===== config.mk =====
export PLATFORM = sky130hd
export DESIGN_NAME = rom_dump_sequencer
export DESIGN_NICKNAME = d
export VERILOG_FILES = /design/src/rtl/rom_reader_pkg.sv /design/src/rtl/rom_access_timer.sv /design/src/rtl/rom_dump_sequencer.sv
export SDC_FILE = /design/constraint.sdc
export NUM_CORES = 1
export LEC_CHECK = 0
export CELL_PAD_IN_SITES_DETAIL_PLACEMENT = 1
export CELL_PAD_IN_SITES_GLOBAL_PLACEMENT = 2
export CORE_UTILIZATION = 42
export DETAILED_ROUTE_END_ITERATION = 10
export DONT_BUFFER_PORTS = 1
export PLACE_DENSITY_LB_ADDON = 0.1
export REMOVE_ABC_BUFFERS = 1
export SYNTH_ARGS = -nofsm -noshare
export SYNTH_HDL_FRONTEND = slang
export SYNTH_SLANG_ARGS = --single-unit
export TNS_END_PERCENT = 5

===== constraint.sdc =====
create_clock -name clk -period 3.4 [get_ports clk]
set_input_delay 0 -clock clk [delete_from_list [all_inputs] [get_ports clk]]
set_output_delay 0 -clock clk [all_outputs]
set_load 0.02 [all_outputs]

===== src/rtl/rom_reader_pkg.sv =====
// rom_reader_pkg
//   Definitions shared by the rom_reader datapath and the dump sequencer:
//   - the dump sequencer state encoding,
//   - the chip-type identifiers used by rom_reader,
//   - the default access time for each supported chip,
//   - the width of the access timer.
package rom_reader_pkg;

    // Width of the access timer. It is also sized for future
    // programming-pulse timing.
    localparam int TIMER_WIDTH = 8;

    // Dump sequencer states.
    typedef enum logic [1:0] {
        ST_IDLE    = 2'd0,
        ST_ACCESS  = 2'd1,
        ST_PRESENT = 2'd2,
        ST_DONE    = 2'd3
    } seq_state_t;

    // Chip types that rom_reader already knows about.
    typedef enum logic [1:0] {
        CHIP_3601   = 2'd0,
        CHIP_556PT4 = 2'd1,
        CHIP_556PT5 = 2'd2
    } chip_type_t;

    // Access time, in clk cycles, for a 3601 and its 556PT4 equivalent.
    localparam int ACCESS_CYCLES_3601 = 4;

    // Returns the default access time for a chip type.
    function automatic logic [TIMER_WIDTH-1:0] default_access_cycles(input chip_type_t chip);
        logic [TIMER_WIDTH-1:0] cycles;
        cycles = TIMER_WIDTH'(ACCESS_CYCLES_3601);
        case (chip)
            CHIP_3601, CHIP_556PT4: cycles = TIMER_WIDTH'(ACCESS_CYCLES_3601);
            CHIP_556PT5:            cycles = TIMER_WIDTH'(6);
            default:                cycles = TIMER_WIDTH'(ACCESS_CYCLES_3601);
        endcase
        return cycles;
    endfunction

endpackage


===== src/rtl/rom_access_timer.sv =====
// rom_access_timer
//   A loadable down-counter that times how long an address is held on the
//   ROM pins. It can also be reused for programming-pulse timing.
//
//   Ports:
//     clk      in   system clock
//     reset_n  in   asynchronous active-low reset
//     load     in   load 'value' into the counter on this edge
//     value    in   count to load (1..255)
//     expired  out  high when the count reaches zero on the next edge
//                   (the count is 1); also high when the counter is idle at 0
module rom_access_timer
    import rom_reader_pkg::*;
(
    input  logic                   clk,
    input  logic                   reset_n,
    input  logic                   load,
    input  logic [TIMER_WIDTH-1:0] value,
    output logic                   expired
);

    logic [TIMER_WIDTH-1:0] r_count;

    // NOTE: Sequential state is always written with non-blocking (<=)
    // assignments. Every flop then updates from values sampled before the
    // edge, whatever order the blocks run in.
    always_ff @(posedge clk or negedge reset_n) begin
        if (!reset_n) begin
            r_count <= '0;
        end else if (load) begin
            r_count <= value;
        end else if (r_count != '0) begin
            r_count <= r_count - TIMER_WIDTH'(1);
        end
    end

    // The caller acts on the same edge where the count reaches zero. That is
    // why the flag is raised while the count still reads 1.
    assign expired = (r_count <= TIMER_WIDTH'(1));

endmodule


===== src/rtl/rom_dump_sequencer.sv =====
// rom_dump_sequencer
//   Walks a parallel ROM through an inclusive address range. The range may
//   wrap through the top address. For each address the block:
//     1. drives the address,
//     2. asserts the chip enables,
//     3. waits ACCESS_CYCLES cycles,
//     4. samples the data,
//     5. offers the word on a valid/ready stream.
//
//   Ports:
//     clk, reset_n                  clock and asynchronous active-low reset
//     start, abort                  start a dump (accepted in IDLE only) /
//                                   return to IDLE from any state
//     start_address, end_address    inclusive range, captured at start
//     chip_address, chip_select_n,
//     output_enable_n, chip_data    ROM pins
//     out_data, out_address,
//     out_valid, out_ready          word stream to the host/serial path
//     busy, done, word_count        status: not IDLE / one-cycle end pulse /
//                                   number of words accepted
module rom_dump_sequencer
    import rom_reader_pkg::*;
#(
    parameter int ADDRESS_WIDTH = 8,
    parameter int DATA_WIDTH    = 4,
    parameter int ACCESS_CYCLES = ACCESS_CYCLES_3601
) (
    input  logic                     clk,
    input  logic                     reset_n,
    input  logic                     start,
    input  logic                     abort,
    input  logic [ADDRESS_WIDTH-1:0] start_address,
    input  logic [ADDRESS_WIDTH-1:0] end_address,
    output logic [ADDRESS_WIDTH-1:0] chip_address,
    output logic                     chip_select_n,
    output logic                     output_enable_n,
    input  logic [DATA_WIDTH-1:0]    chip_data,
    output logic [DATA_WIDTH-1:0]    out_data,
    output logic [ADDRESS_WIDTH-1:0] out_address,
    output logic                     out_valid,
    input  logic                     out_ready,
    output logic                     busy,
    output logic                     done,
    output logic [ADDRESS_WIDTH:0]   word_count
);

    localparam logic [TIMER_WIDTH-1:0] LP_ACCESS_CYCLES = TIMER_WIDTH'(ACCESS_CYCLES);

    seq_state_t                r_state;
    seq_state_t                w_next_state;
    logic [ADDRESS_WIDTH-1:0]  r_address;
    logic [ADDRESS_WIDTH-1:0]  r_end_address;
    logic [DATA_WIDTH-1:0]     r_out_data;
    logic [ADDRESS_WIDTH-1:0]  r_out_address;
    logic [ADDRESS_WIDTH:0]    r_word_count;

    logic w_expired;
    logic w_accept_start;
    logic w_handshake;
    logic w_sample;
    logic w_last_word;
    logic w_timer_load;

    // abort outranks start, sampling and the handshake. An aborted cycle
    // therefore changes nothing except the state.
    assign w_accept_start = (r_state == ST_IDLE)    && start && !abort;
    assign w_sample       = (r_state == ST_ACCESS)  && w_expired && !abort;
    assign w_handshake    = (r_state == ST_PRESENT) && out_ready && !abort;
    assign w_last_word    = (r_address == r_end_address);
    // Reload on start, and on every handshake that moves on to another address.
    assign w_timer_load   = w_accept_start || (w_handshake && !w_last_word);

    rom_access_timer u_access_timer (
        .clk     (clk),
        .reset_n (reset_n),
        .load    (w_timer_load),
        .value   (LP_ACCESS_CYCLES),
        .expired (w_expired)
    );

    always_ff @(posedge clk or negedge reset_n) begin
        if (!reset_n) begin
            r_state <= ST_IDLE;
        end else begin
            r_state <= w_next_state;
        end
    end

    // NOTE: Every output of this block gets a default before the case. A path
    // that forgets to assign a signal then still yields plain logic, not a
    // latch.
    always_comb begin
        w_next_state    = r_state;
        chip_select_n   = 1'b1;
        output_enable_n = 1'b1;
        out_valid       = 1'b0;
        busy            = 1'b0;
        done            = 1'b0;

        case (r_state)
            ST_IDLE: begin
                if (start) w_next_state = ST_ACCESS;
            end
            ST_ACCESS: begin
                chip_select_n   = 1'b0;
                output_enable_n = 1'b0;
                busy            = 1'b1;
                if (w_expired) w_next_state = ST_PRESENT;
            end
            ST_PRESENT: begin
                chip_select_n   = 1'b0;
                output_enable_n = 1'b0;
                busy            = 1'b1;
                out_valid       = 1'b1;
                if (out_ready) w_next_state = w_last_word ? ST_DONE : ST_ACCESS;
            end
            ST_DONE: begin
                busy         = 1'b1;
                done         = 1'b1;
                w_next_state = ST_IDLE;
            end
            default: w_next_state = ST_IDLE;
        endcase

        if (abort) w_next_state = ST_IDLE;
    end

    // Address walk, sampled word and word count.
    always_ff @(posedge clk or negedge reset_n) begin
        if (!reset_n) begin
            r_address     <= '0;
            r_end_address <= '0;
            r_out_data    <= '0;
            r_out_address <= '0;
            r_word_count  <= '0;
        end else begin
            if (w_accept_start) begin
                r_address     <= start_address;
                r_end_address <= end_address;
                r_word_count  <= '0;
            end
            if (w_sample) begin
                r_out_data    <= chip_data;
                r_out_address <= r_address;
            end
            if (w_handshake) begin
                r_word_count <= r_word_count + (ADDRESS_WIDTH + 1)'(1);
                // The increment wraps naturally at the top of the address space.
                if (!w_last_word) r_address <= r_address + ADDRESS_WIDTH'(1);
            end
        end
    end

    assign chip_address = r_address;
    assign out_data     = r_out_data;
    assign out_address  = r_out_address;
    assign word_count   = r_word_count;

endmodule


=== Word level (Yosys, flattened, before mapping) ===
Index checks and enable logic that the tools add are counted.

* Output and inout bits: 34
* Bits in registers: 47
* Word-level logic and storage cells: 52

* Magnitude comparators: 1
* Muxes and demuxes: 17
* Reductions and logical operators: 17
* Equal/unequal tests: 7
* $add $sub $neg: 3

{| class="wikitable"
|+ Operators by type and width
! operator !! number
|-
| two-way mux 8 bit || 5
|-
| two-way mux 9 bit || 2
|-
| two-way mux 2 bit || 5
|-
| adder 9 x 1 -> 9 bit (second input constant) || 1
|-
| != test 3 bit (second input constant) || 3
|-
| adder 8 x 1 -> 8 bit (second input constant) || 1
|-
| == test 8 bit || 1
|-
| less-or-equal comparator 8 x 1 -> 1 bit (second input constant) || 1
|-
| case mux 2 bit (4 select lines) || 1
|-
| nonzero test 8 bit || 1
|-
| subtractor 8 x 1 -> 8 bit (second input constant) || 1
|-
| logical AND 1 bit || 7
|-
| == test 2 bit (second input constant) || 2
|-
| two-way mux 1 bit || 4
|-
| nonzero test 2 bit || 2
|-
| AND reduction 3 bit || 1
|-
| OR reduction 3 bit || 1
|-
| == test 2 x 1 -> 1 bit (second input constant) || 1
|-
| logical NOT 1 bit || 2
|-
| logical NOT 2 bit || 1
|-
| OR reduction 2 bit || 1
|-
| logical OR 1 bit || 1
|}

=== Depth between registers and ports, before layout ===
* Word-level depth: 6
* Gate-level depth with buffers: 9
* Gate-level depth less buffers: 7

=== Modules after synthesis ===
From an unflattened synthesis, not the netlist that was laid out.

* Cell total of the unflattened synthesis: 252
* Area, all modules: 2493.6 µm²

{| class="wikitable"
|+ By module, submodules not included
! module !! area an instance (µm²) !! cells each !! instances
|-
| rom_dump_sequencer || 1996.9 || 195 || 1
|-
| rom_access_timer || 496.7 || 57 || 1
|}

=== Worst setup path after synthesis ===
No wires, ideal clock.

* Path kind: reg-to-reg
* Start point: register r_state[0]
* End point: register r_address[4] (netlist: chip_address[4])
* Stages on the path, launching flop included: 9
* Period minus slack after synthesis: 2004 ps
* Arrival: 1881 ps
* Library setup time: 123 ps
* Path slack: 1396 ps
* Required time: 3277 ps
* Cell sequence: dfrtp_1 -> inv_1 -> ha_1 -> and3_1 -> buf_2 -> o21ai_1 -> buf_4 -> or2_1 -> o221a_1

* Cells in the longest elaborated chain, start to end: 6
* Elaborated cells between the ends (all ways): 9
* Those cells by class: 1 x eq/ne; 3 x mux; 5 x reduce/logical

{| class="wikitable"
|+ Ends and longest elaborated chain
! item !! RTL line !! RTL
|-
| start: declaration || rom_dump_sequencer.sv:49 || <nowiki>seq_state_t r_state;</nowiki>
|-
| start signal: assignment || rom_dump_sequencer.sv:85 || <nowiki>r_state <= w_next_state;</nowiki>
|-
| logical NOT 2 bit || rom_dump_sequencer.sv:66 || <nowiki>assign w_accept_start = (r_state == ST_IDLE) && start && !abort;</nowiki>
|-
| logical AND 1 bit (2 in series) || rom_dump_sequencer.sv:66 ||
|-
| two-way mux 8 bit || rom_dump_sequencer.sv:137 || <nowiki>if (w_accept_start) begin</nowiki>
|-
| two-way mux 8 bit || rom_dump_sequencer.sv:149 || <nowiki>if (!w_last_word) r_address <= r_address + ADDRESS_WIDTH'(1);</nowiki>
|-
| two-way mux 8 bit (*) || rom_dump_sequencer.sv:146 || <nowiki>if (w_handshake) begin</nowiki>
|-
| end signal: assignment || rom_dump_sequencer.sv:138 || <nowiki>r_address <= start_address;</nowiki>
|-
| end signal: assignment || rom_dump_sequencer.sv:149 ||
|-
| end: declaration || rom_dump_sequencer.sv:51 || <nowiki>logic [ADDRESS_WIDTH-1:0] r_address;</nowiki>
|}

Mark *: on every way between the ends. The rest lies on a longest branch, timed or not.
A chain may end at the register's enable or synchronous reset.

=== Worst setup path after layout ===
* Start point: register r_state[0]
* End point: register r_address[7] (netlist: chip_address[7])

The elaborated chain is that of the path after synthesis.

==> flow_summary.ini <==
[drt]
num_vias = 1873
viasPerCell = 5.64
drc = 0
drt-total-wl_um = 5970
avgRoutedWirePerCell_um = 18.0
drtIter0Drc = 72
dr.pass1.iters = 4
antenna_left = 0

[timing]
fin_skew_ns = 0.00318
worst_pin_slew_ns = 0.686
setup-tns-final_ns = 0
timing.final.hold_violations = 0
slew_violations = 0
finalWorstPathRequiredPeriod_ns = 2.44
rsz0062_at_grt = no
setup_viol = 0
fmax_mhz = 410
finalCritPeriodShare = 0.717
relSlewSlack = 0.542

[power_and_ir_drop]
p_comb_frac = 0.336
p_sw_uw = 1000
ir_drop_mv = 0.298
seq_power_share = 0.520
pwr-share-clk = 0.144
power_density_nw_per_um2 = 808
switching_share = 0.444
power.leakage_uw = 0.00126
p_int_uw = 1260

[die]
initial_core_util = 0.436
die_y_um = 77.8
die-area_um2 = 6060
coreArea_um2 = 5540
io_pins = 59
rows = 27
die_w_um = 77.8

[finish]
layout.nets = 293
multiInputGateArea_um2 = 1150
layout_common_cells = 47 x dfrtp_1, 36 x nand2_1, 22 x dlygate4sd3_1
seqCellArea_um2 = 1180
syn_to_final_growth_pct = 15.8
instances_no_fill = 332
final_util = 0.505
diodes = 0
final_common_cell = dfrtp_1
n_fill_cell = 643
layout-drive-gt1-share = 0.0615

[synth]
async_flop_share = 1.00
ys.warnings.count = 0
synth_xor_area_frac = 0.0471
synth_top_family_by_area = simple AND/OR/NAND/NOR gates
yosys_most_used_dff = dfrtp_1
synth_fa_ha_area_frac = 0.0466
synth-compound-area-share = 0.0999
ys_seq_area_frac = 0.487
netlist_area_um2 = 2420
ys_types = 42
synth-simple-area-share = 0.207
synth-edff-count = 0
synthMuxAreaShare = 0.0772
ys_ff_latch = 47
syn_avg_cell_area_um2 = 10.2
synthesis.instances = 237

[place]
hpwlAfterDp_um = 4130
routabilityCongestion = 0.803
dpl.cell_count = 301
place.port_buffers = 0

[critical_path]
path_class = reg -> reg
crit_chain = inv_1, ha_1, and3_1, o21ai_1, buf_4, mux2_1, o221a_1
cp-start-kind = flip-flop
crit_buf_inv = 2
critPathTopFamily = flip-flops
worst_setup_path_end_kind = flip-flop
worstPathArrival_ns = 2.61
crit_fanout = 21
critPathRequiredTime_ns = 3.58
cp_slowest_stage_delay_ns = 0.42
slowest_stage = dfrtp_1

[global_route]
antenna_found_initial = 0
grt_overflow = 0
grt_start_max_net_pins = 48
first_global_vias = 2081
track_usage = 0.218
grt_first_pass_wirelength_um = 10200

[cts]
ctsResizeCount = 0
clockRootBuffer = clkbuf_8
clkSinkCount = 47
clk_transition_reported_paths_ns = 0.08
postCtsSetupBuffers = 0
cts_buffer_depth = 2
cts_buffers = 5
cts_tree = yes
clk_latency_ns = 0.29
ctsHtreeMaxLevel = 2

[run_status]
status = complete, no violations

[hold_path]
hold_class = in -> reg

[run]
maxCapViolations = 0
==> cell type report <==
| type | instances | share of cell area |
|---|---|---|
| inverters | 9 | 0.0121 |
| repair buffers | 25 | 0.0939 |
| clock buffers | 7 | 0.0273 |
| well taps | 72 | 0.0322 |
| flip-flops and latches | 47 | 0.420 |
| clock inverters | 1 | 0.00179 |
| multi-input cells | 171 | 0.413 |
==> registers in the layout, indices dropped and copies added (netlist names) <==
name	flops
word_count	9
r_state	2
out_address	8
u_access_timer.r_count	8
out_data	4
r_end_address	8
chip_address	8
==> cells by family (layout without fill, tap and decap cells) <==
group,Yosys count,in the layout
adder cells (fa/ha/maj),9,9
AND/OR/NAND/NOR,99,99
AO/OA/AOI/OAI,33,33
flip-flops,47,47
multiplexers,17,17
XOR/XNOR,13,13
buffers and inverters,19,42
==> worst paths after layout <==
kind,cells past startpoint,slack [ns],start,end
min in group asynchronous,2,0.21,reset_n,chip_address[4]
worst min-delay path,2,0.02,out_ready,word_count[5]
max in group asynchronous,2,2.98,reset_n,u_access_timer.r_count[3]
worst min register to register,2,0.52,r_end_address[7],r_end_address[7]
worst max-delay path,7,0.96,r_state[0],chip_address[7]
worst max register to register,7,0.96,r_state[0],chip_address[7]
==> through the flow <==
step                      area, um^2  power (uW)  hold WS, ns  worst slack (ns)
final                           2800        2260       0.0209             0.963
after global routing            2800        2440       0.0543             0.825
after CTS                       2800        2290       0.0222             0.973
after detailed placement        2470        1920       -0.295              1.00
after global placement          2470        1850       -0.295              1.16
after floorplan                 2360        1700       -0.296             0.998
==> Yosys cell counts (2+ instances only) <==
library cell,instances,share of area
a21o_1,2,0.0062
ha_1,9,0.047
mux2_1,13,0.061
o21ai_1,3,0.0062
nand2_1,36,0.056
nand4_1,7,0.018
nor3b_2,2,0.010
nand3_1,17,0.035
o211ai_1,3,0.0093
a31oi_1,2,0.0052
o221a_1,4,0.019
clkbuf_1,3,0.0047
nor2_1,14,0.022
o31ai_1,3,0.0093
buf_2,5,0.010
o2111ai_1,2,0.0073
o21ai_0,6,0.012
nand3b_1,2,0.0062
xnor2_1,12,0.044
nor3_1,6,0.012
mux2i_1,4,0.017
and3_1,3,0.0078
inv_1,8,0.012
or3_1,2,0.0052
a21oi_1,4,0.0083
dfrtp_1,47,0.49
buf_4,2,0.0062
nand2b_1,2,0.0052
==> timing repair <==
action | in CTS | in global routing
endpoints found under the setup margin | 0 | 0
endpoints found under the hold margin | 69 | 0
hold buffers | 23 | 0
==> per-layer routing <==
layer  GRT usage  up-vias  share of wire  wire [um]
met2       0.371       47           0.49       2950
met4      0.0792        0          0.017         99
met1       0.263      940           0.44       2630
met3      0.0600        7          0.049        290
met5           0        -              0          0
li1            -      879              -          -
==> power groups by stage <==
stage | logic (uW) | clock network [uW] | registers (uW)
floorplan | 592 | 0 | 1110
global placement | 673 | 0 | 1170
detailed placement | 728 | 0 | 1190
CTS | 770 | 342 | 1180
global route | 861 | 365 | 1220
finish | 759 | 326 | 1180
No activity file was read; power rests on OpenSTA's default activity.
